`src/rtl/board_ram_arbiter_pkg.sv`:
```
// Shared definitions for the board RAM arbiter.
//   - Board geometry (10 x 24 playfield, addr = y*10 + x) and RAM widths.
//   - Requester port indices and the arbiter state encoding.
//   - Small helpers for port-index arithmetic.
package board_ram_arbiter_pkg;

    localparam int ADDR_W  = 8;
    localparam int DATA_W  = 6;
    localparam int BOARD_W = 10;
    localparam int BOARD_H = 24;

    localparam logic [1:0] PORT_COMMIT = 2'd0;
    localparam logic [1:0] PORT_CLEAR  = 2'd1;
    localparam logic [1:0] PORT_READ   = 2'd2;

    typedef enum logic {
        ARB_IDLE  = 1'b0,
        ARB_GRANT = 1'b1
    } arb_state_e;

    // Port that follows p in round-robin order, wrapping 2 -> 0.
    function automatic logic [1:0] next_port(input logic [1:0] p);
        case (p)
            PORT_COMMIT: next_port = PORT_CLEAR;
            PORT_CLEAR:  next_port = PORT_READ;
            default:     next_port = PORT_COMMIT;
        endcase
    endfunction

    // Index of a one-hot 3-bit vector (zero for anything not one-hot).
    function automatic logic [1:0] onehot_idx(input logic [2:0] oh);
        case (oh)
            3'b010:  onehot_idx = PORT_CLEAR;
            3'b100:  onehot_idx = PORT_READ;
            default: onehot_idx = PORT_COMMIT;
        endcase
    endfunction

endpackage

```
`src/rtl/board_ram_arbiter_rr_pick3.sv`:
```
// Combinational 3-way pick: first set request bit searching upward from
// ptr_i, wrapping 2 -> 0.
//   req_i   [2:0]  request vector
//   ptr_i   [1:0]  starting port (3 is treated as 0)
//   pick_o  [2:0]  one-hot winner (zero when no request)
//   valid_o        at least one request present
module board_ram_arbiter_rr_pick3 (
    input  logic [2:0] req_i,
    input  logic [1:0] ptr_i,
    output logic [2:0] pick_o,
    output logic       valid_o
);

    // Priority search rotated by the pointer.
    always_comb begin
        pick_o  = 3'b000;
        valid_o = |req_i;
        case (ptr_i)
            2'd1: begin
                if (req_i[1])      pick_o = 3'b010;
                else if (req_i[2]) pick_o = 3'b100;
                else if (req_i[0]) pick_o = 3'b001;
                else               pick_o = 3'b000;
            end
            2'd2: begin
                if (req_i[2])      pick_o = 3'b100;
                else if (req_i[0]) pick_o = 3'b001;
                else if (req_i[1]) pick_o = 3'b010;
                else               pick_o = 3'b000;
            end
            default: begin
                if (req_i[0])      pick_o = 3'b001;
                else if (req_i[1]) pick_o = 3'b010;
                else if (req_i[2]) pick_o = 3'b100;
                else               pick_o = 3'b000;
            end
        endcase
    end

endmodule

```
`src/rtl/board_ram_arbiter.sv`:
```
// Single-port board RAM arbiter for three requesters:
//   port 0 piece-commit writer, port 1 line-clear engine, port 2 render reader.
// Registered round-robin grant held for a burst (bounded by MAX_BURST issues),
// one dead cycle between grants, and a tagged RD_LAT-deep ack pipeline so
// each access (read or write) is acked to the port that issued it.
// Optional macro ARB_FIXED_PRIO_EN: fixed priority 0 > 1 > 2 instead of
// round-robin (MAX_BURST release still applies).
// Ports:
//   clk, resetn                 clock, async active-low reset
//   req/we [2:0]                per-port request (held for burst) / write enable
//   addr0..2, wdata0..2         per-port address / write data
//   gnt [2:0]                   registered one-hot grant
//   ack [2:0], rdata            per-port ack pulse, RAM q forwarded
//   ram_addr/ram_wren/ram_wdata RAM command (addr holds when idle)
//   ram_q                       RAM read data
//   busy                        granted or any access in flight
module board_ram_arbiter
    import board_ram_arbiter_pkg::*;
#(
    parameter int RD_LAT    = 1,
    parameter int MAX_BURST = 16
) (
    input  logic              clk,
    input  logic              resetn,
    input  logic [2:0]        req,
    input  logic [2:0]        we,
    input  logic [ADDR_W-1:0] addr0,
    input  logic [ADDR_W-1:0] addr1,
    input  logic [ADDR_W-1:0] addr2,
    input  logic [DATA_W-1:0] wdata0,
    input  logic [DATA_W-1:0] wdata1,
    input  logic [DATA_W-1:0] wdata2,
    output logic [2:0]        gnt,
    output logic [2:0]        ack,
    output logic [DATA_W-1:0] rdata,
    output logic [ADDR_W-1:0] ram_addr,
    output logic              ram_wren,
    output logic [DATA_W-1:0] ram_wdata,
    input  logic [DATA_W-1:0] ram_q,
    output logic              busy
);

    localparam logic [7:0] BURST_LAST = 8'(MAX_BURST - 1);

    arb_state_e        state_q, state_d;
    logic [1:0]        owner_q, owner_d;
    logic [1:0]        rr_ptr_q, rr_ptr_d;
    logic [2:0]        gnt_q, gnt_d;
    logic [7:0]        burst_cnt_q, burst_cnt_d;
    logic [ADDR_W-1:0] addr_hold_q;
    logic [DATA_W-1:0] wdata_hold_q;
    logic [2:0]        ack_pipe_q [RD_LAT];

    logic [1:0]        pick_ptr_s;
    logic [2:0]        pick_s;
    logic              pick_valid_s;
    logic              issue_s;
    logic              own_we_s;
    logic [ADDR_W-1:0] own_addr_s;
    logic [DATA_W-1:0] own_wdata_s;
    logic              inflight_s;

`ifdef ARB_FIXED_PRIO_EN
    assign pick_ptr_s = 2'd0;
`else
    assign pick_ptr_s = rr_ptr_q;
`endif

    board_ram_arbiter_rr_pick3 u_pick (
        .req_i   (req),
        .ptr_i   (pick_ptr_s),
        .pick_o  (pick_s),
        .valid_o (pick_valid_s)
    );

    // gnt_q is only non-zero in GRANT, so this is "owner requests this cycle".
    assign issue_s = |(gnt_q & req);

    // Select the owner's command fields.
    always_comb begin
        own_we_s    = 1'b0;
        own_addr_s  = {ADDR_W{1'b0}};
        own_wdata_s = {DATA_W{1'b0}};
        case (owner_q)
            PORT_COMMIT: begin
                own_we_s = we[0]; own_addr_s = addr0; own_wdata_s = wdata0;
            end
            PORT_CLEAR: begin
                own_we_s = we[1]; own_addr_s = addr1; own_wdata_s = wdata1;
            end
            PORT_READ: begin
                own_we_s = we[2]; own_addr_s = addr2; own_wdata_s = wdata2;
            end
            default: begin
                own_we_s = 1'b0;
            end
        endcase
    end

    // RAM command: live from the owner when issuing, otherwise hold the last one.
    always_comb begin
        if (issue_s) begin
            ram_addr  = own_addr_s;
            ram_wdata = own_wdata_s;
            ram_wren  = own_we_s;
        end else begin
            ram_addr  = addr_hold_q;
            ram_wdata = wdata_hold_q;
            ram_wren  = 1'b0;
        end
    end

    // Next-state logic: arbitrate in IDLE, count and release bursts in GRANT.
    always_comb begin
        state_d     = state_q;
        owner_d     = owner_q;
        gnt_d       = gnt_q;
        rr_ptr_d    = rr_ptr_q;
        burst_cnt_d = burst_cnt_q;
        case (state_q)
            ARB_IDLE: begin
                if (pick_valid_s) begin
                    state_d     = ARB_GRANT;
                    owner_d     = onehot_idx(pick_s);
                    gnt_d       = pick_s;
                    burst_cnt_d = 8'd0;
                end else begin
                    gnt_d = 3'b000;
                end
            end
            ARB_GRANT: begin
                // Dropped request or the last allowed issue ends the burst.
                if (!issue_s || (burst_cnt_q == BURST_LAST)) begin
                    state_d     = ARB_IDLE;
                    gnt_d       = 3'b000;
                    rr_ptr_d    = next_port(owner_q);
                    burst_cnt_d = 8'd0;
                end else begin
                    burst_cnt_d = burst_cnt_q + 8'd1;
                end
            end
            default: begin
                state_d     = ARB_IDLE;
                gnt_d       = 3'b000;
                burst_cnt_d = 8'd0;
            end
        endcase
    end

    // Arbiter state registers.
    always_ff @(posedge clk or negedge resetn) begin
        if (!resetn) begin
            state_q     <= ARB_IDLE;
            owner_q     <= 2'd0;
            rr_ptr_q    <= 2'd0;
            gnt_q       <= 3'b000;
            burst_cnt_q <= 8'd0;
        end else begin
            state_q     <= state_d;
            owner_q     <= owner_d;
            rr_ptr_q    <= rr_ptr_d;
            gnt_q       <= gnt_d;
            burst_cnt_q <= burst_cnt_d;
        end
    end

    // Last issued address/data, driven to the RAM while idle.
    always_ff @(posedge clk or negedge resetn) begin
        if (!resetn) begin
            addr_hold_q  <= {ADDR_W{1'b0}};
            wdata_hold_q <= {DATA_W{1'b0}};
        end else if (issue_s) begin
            addr_hold_q  <= own_addr_s;
            wdata_hold_q <= own_wdata_s;
        end else begin
            addr_hold_q  <= addr_hold_q;
            wdata_hold_q <= wdata_hold_q;
        end
    end

    // Ack pipeline: the one-hot grant doubles as the owner tag of each issue.
    always_ff @(posedge clk or negedge resetn) begin
        if (!resetn) begin
            for (int i = 0; i < RD_LAT; i++) ack_pipe_q[i] <= 3'b000;
        end else begin
            ack_pipe_q[0] <= issue_s ? gnt_q : 3'b000;
            for (int i = 1; i < RD_LAT; i++) ack_pipe_q[i] <= ack_pipe_q[i-1];
        end
    end

    // Any access still travelling through the pipeline.
    always_comb begin
        inflight_s = 1'b0;
        for (int i = 0; i < RD_LAT; i++) inflight_s = inflight_s | (|ack_pipe_q[i]);
    end

    assign gnt   = gnt_q;
    assign ack   = ack_pipe_q[RD_LAT-1];
    assign rdata = ram_q;
    assign busy  = (state_q == ARB_GRANT) | inflight_s;

endmodule
```
`config.mk`:
```
export PLATFORM = sky130hd
export DESIGN_NAME = board_ram_arbiter
export DESIGN_NICKNAME = d
export VERILOG_FILES = /design/src/rtl/board_ram_arbiter_pkg.sv /design/src/rtl/board_ram_arbiter_rr_pick3.sv /design/src/rtl/board_ram_arbiter.sv
export SDC_FILE = /design/constraint.sdc
export NUM_CORES = 1
export LEC_CHECK = 0
export CORE_ASPECT_RATIO = 0.75
export CORE_MARGIN = 2
export CORE_UTILIZATION = 37
export DETAILED_ROUTE_END_ITERATION = 8
export PLACE_DENSITY = 0.84
export SLEW_MARGIN = 10
export SYNTH_ARGS = -nofsm -noshare
export SYNTH_HDL_FRONTEND = slang
export SYNTH_SLANG_ARGS = --single-unit
```
`constraint.sdc`:
```
create_clock -name clk -period 1.8 [get_ports clk]
set_clock_uncertainty 0.2 [all_clocks]
set_input_delay 0.36 -clock clk [delete_from_list [all_inputs] [get_ports clk]]
set_output_delay 0.36 -clock clk [all_outputs]
set_load 0.01 [all_outputs]
```
### After elaboration in Yosys (flattened, before gate mapping)

Index checks and enable logic that the tools add are counted.

* bits in registers: 33
* input bits: 56
* output and inout port bits: 28
* word-level logic and storage cells: 57

* $add $sub $neg: 1
* equality and inequality tests: 9
* muxes and demuxes: 28
* bitwise gates (word level): 3
* reductions and logical operators: 8

Operators by type and width (number)
* 3-bit two-way mux: 10
* 8-bit two-way mux: 3
* 8-bit case mux with 3 select lines: 1
* 6-bit case mux with 3 select lines: 1
* 8-bit case mux with 2 select lines: 1
* 3-bit case mux with 2 select lines: 2
* 3-bit OR reduction: 3
* 8-bit by 1-bit adder with 8-bit output, second input constant: 1
* 8-bit by 4-bit equality test with 1-bit output, second input constant: 1
* 2-bit case mux with 2 select lines: 2
* 6-bit two-way mux: 1
* 2-bit by 1-bit equality test with 1-bit output, second input constant: 2
* 2-bit equality test, second input constant: 2
* 1-bit two-way mux: 4
* 2-bit AND reduction: 2
* 3-bit AND: 1
* 3-bit by 2-bit equality test with 1-bit output, second input constant: 1
* 3-bit equality test, second input constant: 1
* 1-bit case mux with 3 select lines: 1
* 2-bit zero test: 1
* 2-bit two-way mux: 1
* 2-bit by 1-bit != test with 1-bit output, second input constant: 1
* 2-bit != test, second input constant: 1
* 1-bit case mux with 2 select lines: 1
* other kinds (4): 4

### Longest topological paths before layout

* depth after elaboration: 6
* gate-level depth with buffers: 6
* depth with buffers taken out: 6

### Hierarchy

Synthesis repeated with hierarchy kept, for this count alone.

* cells, all modules: 202
* area total of the unflattened synthesis: 1866.8 um^2

Modules (own cells, without submodules)
* board_ram_arbiter: times used 1, cells an instance 184, area an instance 1740.4 um^2, sequential area each 825.8 um^2
* board_ram_arbiter_rr_pick3: times used 1, cells an instance 18, area an instance 126.4 um^2, sequential area each 0.0 um^2

### Worst setup path before layout

Ideal clock, no wire load.

* path kind: reg-to-output
* start point: register owner_q[0]
* end point: output port ram_addr[4]
* arrival: 1.426 ns
* required time: 1.240 ns
* slack: -0.186 ns
* cell stages (with the launch flop): 7
* buffers on the path: 3
* path through: dfrtp_1 clkbuf_1 nor2b_1 clkbuf_1 buf_2 a21oi_1 a21oi_1

* word-level cells in the longest chain between the ends: 3

Ends and longest elaborated chain
* start: declaration: RTL line board_ram_arbiter.sv:46 `logic [1:0] owner_q, owner_d;`
* start signal: assignment: RTL line board_ram_arbiter.sv:160 `owner_q <= owner_d;`
* 2-bit equality test (tied with other cells): RTL line board_ram_arbiter.sv:84 `case (owner_q)`
* 8-bit case mux with 3 select lines (*): RTL line board_ram_arbiter.sv:84
* 8-bit two-way mux (*): RTL line board_ram_arbiter.sv:102 `if (issue_s) begin`
* end: declaration: RTL line board_ram_arbiter.sv:36 `output logic [ADDR_W-1:0] ram_addr,`

Every way passes the cells marked *; elsewhere a longest branch is shown, timed or not.

### Worst setup path after layout

* start point: register gnt_q[0] (netlist: gnt[0])
* end point: output port ram_wren

* word-level cells in the longest chain between the ends: 3

Ends and longest elaborated chain
* start: declaration: RTL line board_ram_arbiter.sv:48 `logic [2:0] gnt_q, gnt_d;`
* start signal: assignment: RTL line board_ram_arbiter.sv:162 `gnt_q <= gnt_d;`
* 3-bit AND: RTL line board_ram_arbiter.sv:77 `assign issue_s = |(gnt_q & req);`
* 3-bit OR reduction: RTL line board_ram_arbiter.sv:77
* 1-bit two-way mux: RTL line board_ram_arbiter.sv:102
* end: declaration: RTL line board_ram_arbiter.sv:37 `output logic ram_wren,`

Every way passes these cells.

==> out/metrics.cfg <==
[cts]
numCtsBuffers=5
cts_hold_buf=0
htree_num_levels=2
cts_tree=built
cts.sinks=33
cts-root-buf=clkbuf_8
clk_latency_ns=0.29
clkTransAtPathRegs_ns=0.07
cts_buffer_depth=2

[synth]
synth_xor_area_frac=0.0146
synthFlopType=dfrtp_1
synth_top_family_by_area=simple AND/OR/NAND/NOR gates
synth_compound_area_frac=0.175
yosys.cell_count.top_type=nor2_1
ys_seq_area_frac=0.458
syn_area_per_cell_um2=9.07
ys_types=35
ys_ff_latch=33
netlist_area_mm2=0.00180
synth.top_cell.area_share=0.458
synth_area_leader_cell=dfrtp_1
synthMuxAreaShare=0.0957
synth_edf_count=0
synthSimpleGateAreaFrac=0.179
synth-adder-area-share=0.0208
synthTopCellsByCount=nor2_1, a21oi_1, dfrtp_1, mux2i_1, nand2_1
syn_inst=199
synthTopCellsByArea=dfrtp_1, a21oi_1, mux2i_1, nor2_1, buf_4
async_flop_share=1.00
syn_nets=258
yosys_warnings=0

[timing]
period_minus_slack_ns=2.16
finalMaxSlewViolations=0
fmax_ghz=0.464
finalSetupViolCount=28
setup_slack_ns=-0.357
fin_hold_ws_ns=0.237
grt_setup_unrepaired=true
max_slew.worst_pin.slew_ns=0.417
setup_tns_ns=-6.31
slew-limit-headroom=0.719
fin_crit_sh=1.20
hold_violations=0

[drt]
first_pass_iters=4
vias=1917
drt_iter0_markers=132
ant_nets=0
viasPerCell=5.33
drc_errors=0
wl_mm=5.93
wl_per_cell_um=16.5

[placement]
io_buffers=71
dp_hpwl_mm=3.69
place.gp.congestion=0.874

[pwr]
max-vdd-ir-drop_v=0.000986
p_per_area_mw_per_mm2=1550
leakage_uw=0.00139

[grt]
grt-ovfl-total=0
grt_pass1_vias=1937
antenna_found_initial=0
grt_max_degree=34
grt_pass1_wl_mm=9.47
grt_usage=0.220

[critical_path]
crit_path_start_kind=register
r2r-start=gnt[0]$_DFFE_PN0P_
rr_worst_depth=8
crit_path_start=gnt[0]$_DFFE_PN0P_
critPathKind=reg -> out
end_kind=primary output
crit_path_max_fanout=2
required_ns=1.24
arrival_ns=1.60

[worst_hold_path]
hold_path.class=in -> async

[die]
start_util=0.395
io_pins=84
fp.dieW_um=84.6
num_rows=21
core_area_mm2=0.00457
dieArea_mm2=0.00546
die_h_um=64.5

[final_layout]
diodes=0
post-route-util=0.722
nets=361
drive_gt1_frac=0.396
area_delta_synth_final_pct=82.9
nFillCells=316

[status]
violations=negative setup slack
outcome=finished, violations left

[job]
cap_violations=0

-- sequential cells by signal, indices dropped and copies added, names as in the netlist --
name,cells
state_q,1
burst_cnt_q,8
gnt,3
pick_ptr_s,2
wdata_hold_q,6
ack,3
owner_q,2
addr_hold_q,8
-- cell families after synthesis --
kind of cell               after synthesis
muxes                                   17
AOI/OAI and AO/OA                       54
buffers and inverters                   20
and+or+nand+nor                         69
xor gates and xnor gates                 3
DFF                                     33
adders and majority gates                3
-- metal layers --
metal,vias to the layer above,share of wire,GRT usage
met2,84,0.50,0.379
met3,7,0.064,0.0510
li1,902,-,-
met1,924,0.43,0.276
met4,0,0.0074,0.0694
met5,-,0,0
-- placed cells by master (no fill, tap or decap), types with 3 or more instances in the layout --
cell / n
nor2_2: 3
a21oi_4: 7
buf_16: 3
nor2_1: 19
inv_1: 3
buf_4: 28
clkbuf_8: 5
nor2b_1: 4
buf_12: 4
nand2_1: 10
dlygate4sd2_1: 5
nor2_4: 12
a21oi_1: 9
buf_6: 12
dfrtp_1: 33
buf_2: 10
o21ai_0: 4
a21oi_2: 17
nand3_1: 4
mux2i_1: 14
clkdlybuf4s50_1: 49
o21ai_1: 3
-- worst max-delay path, stage by stage (launching register included) --
cell	delay (ns)
dfrtp_1	0.41
buf_4	0.15
buf_6	0.11
a222oi_1	0.29
buf_4	0.18
nor2_1	0.03
buf_2	0.13
-- repair_timing --
| action | in CTS | in global routing |
|---|---|---|
| resized for setup | 123 | 33 |
| gates cloned | 3 | 0 |
| setup buffers | 7 | 5 |
| setup endpoints to repair | 33 | 31 |
| pin swaps | 11 | 10 |
-- through the flow --
stage               setup WS, ns  power, uW  instances  area [um^2]
floorplan                 -0.103       2400        199         1850
global placement          -0.841       3510        339         2800
detailed placement        -0.919       3570        339         2800
CTS                       -0.317       4660        356         3130
global route              -0.415       5380        360         3300
finish                    -0.357       5110        360         3300
-- power breakdown --
part	switching, uW	internal, uW	total [uW]
clock network	267	268	535
logic	1660	1740	3390
registers	187	993	1180
total	2110	3000	5110
-- worst paths after layout --
check / slack [ns] / end
max in group asynchronous: 0.99 / addr_hold_q[0]$_DFF_PN0_
min in group clk: 0.33 / wdata_hold_q[0]$_DFF_PN0_
hold / removal: 0.24 / gnt[1]$_DFFE_PN0P_
setup reg to reg: -0.23 / pick_ptr_s[1]$_DFFE_PN0P_
hold reg to reg: 0.33 / wdata_hold_q[0]$_DFF_PN0_
setup / recovery: -0.36 / ram_wren
-- layout make-up --
type                       instances  area [um^2]  share of cell area
clock buffer                       6         72.6              0.0220
clock inverter                     2         10.0             0.00303
inverter                           4         15.0             0.00455
multi-input combinational        146         1210               0.366
sequential                        33          826               0.250
tap                               57         71.3              0.0216
timing repair buffer             112         1100               0.333
Note: power is estimated with default switching activity, not from simulation.
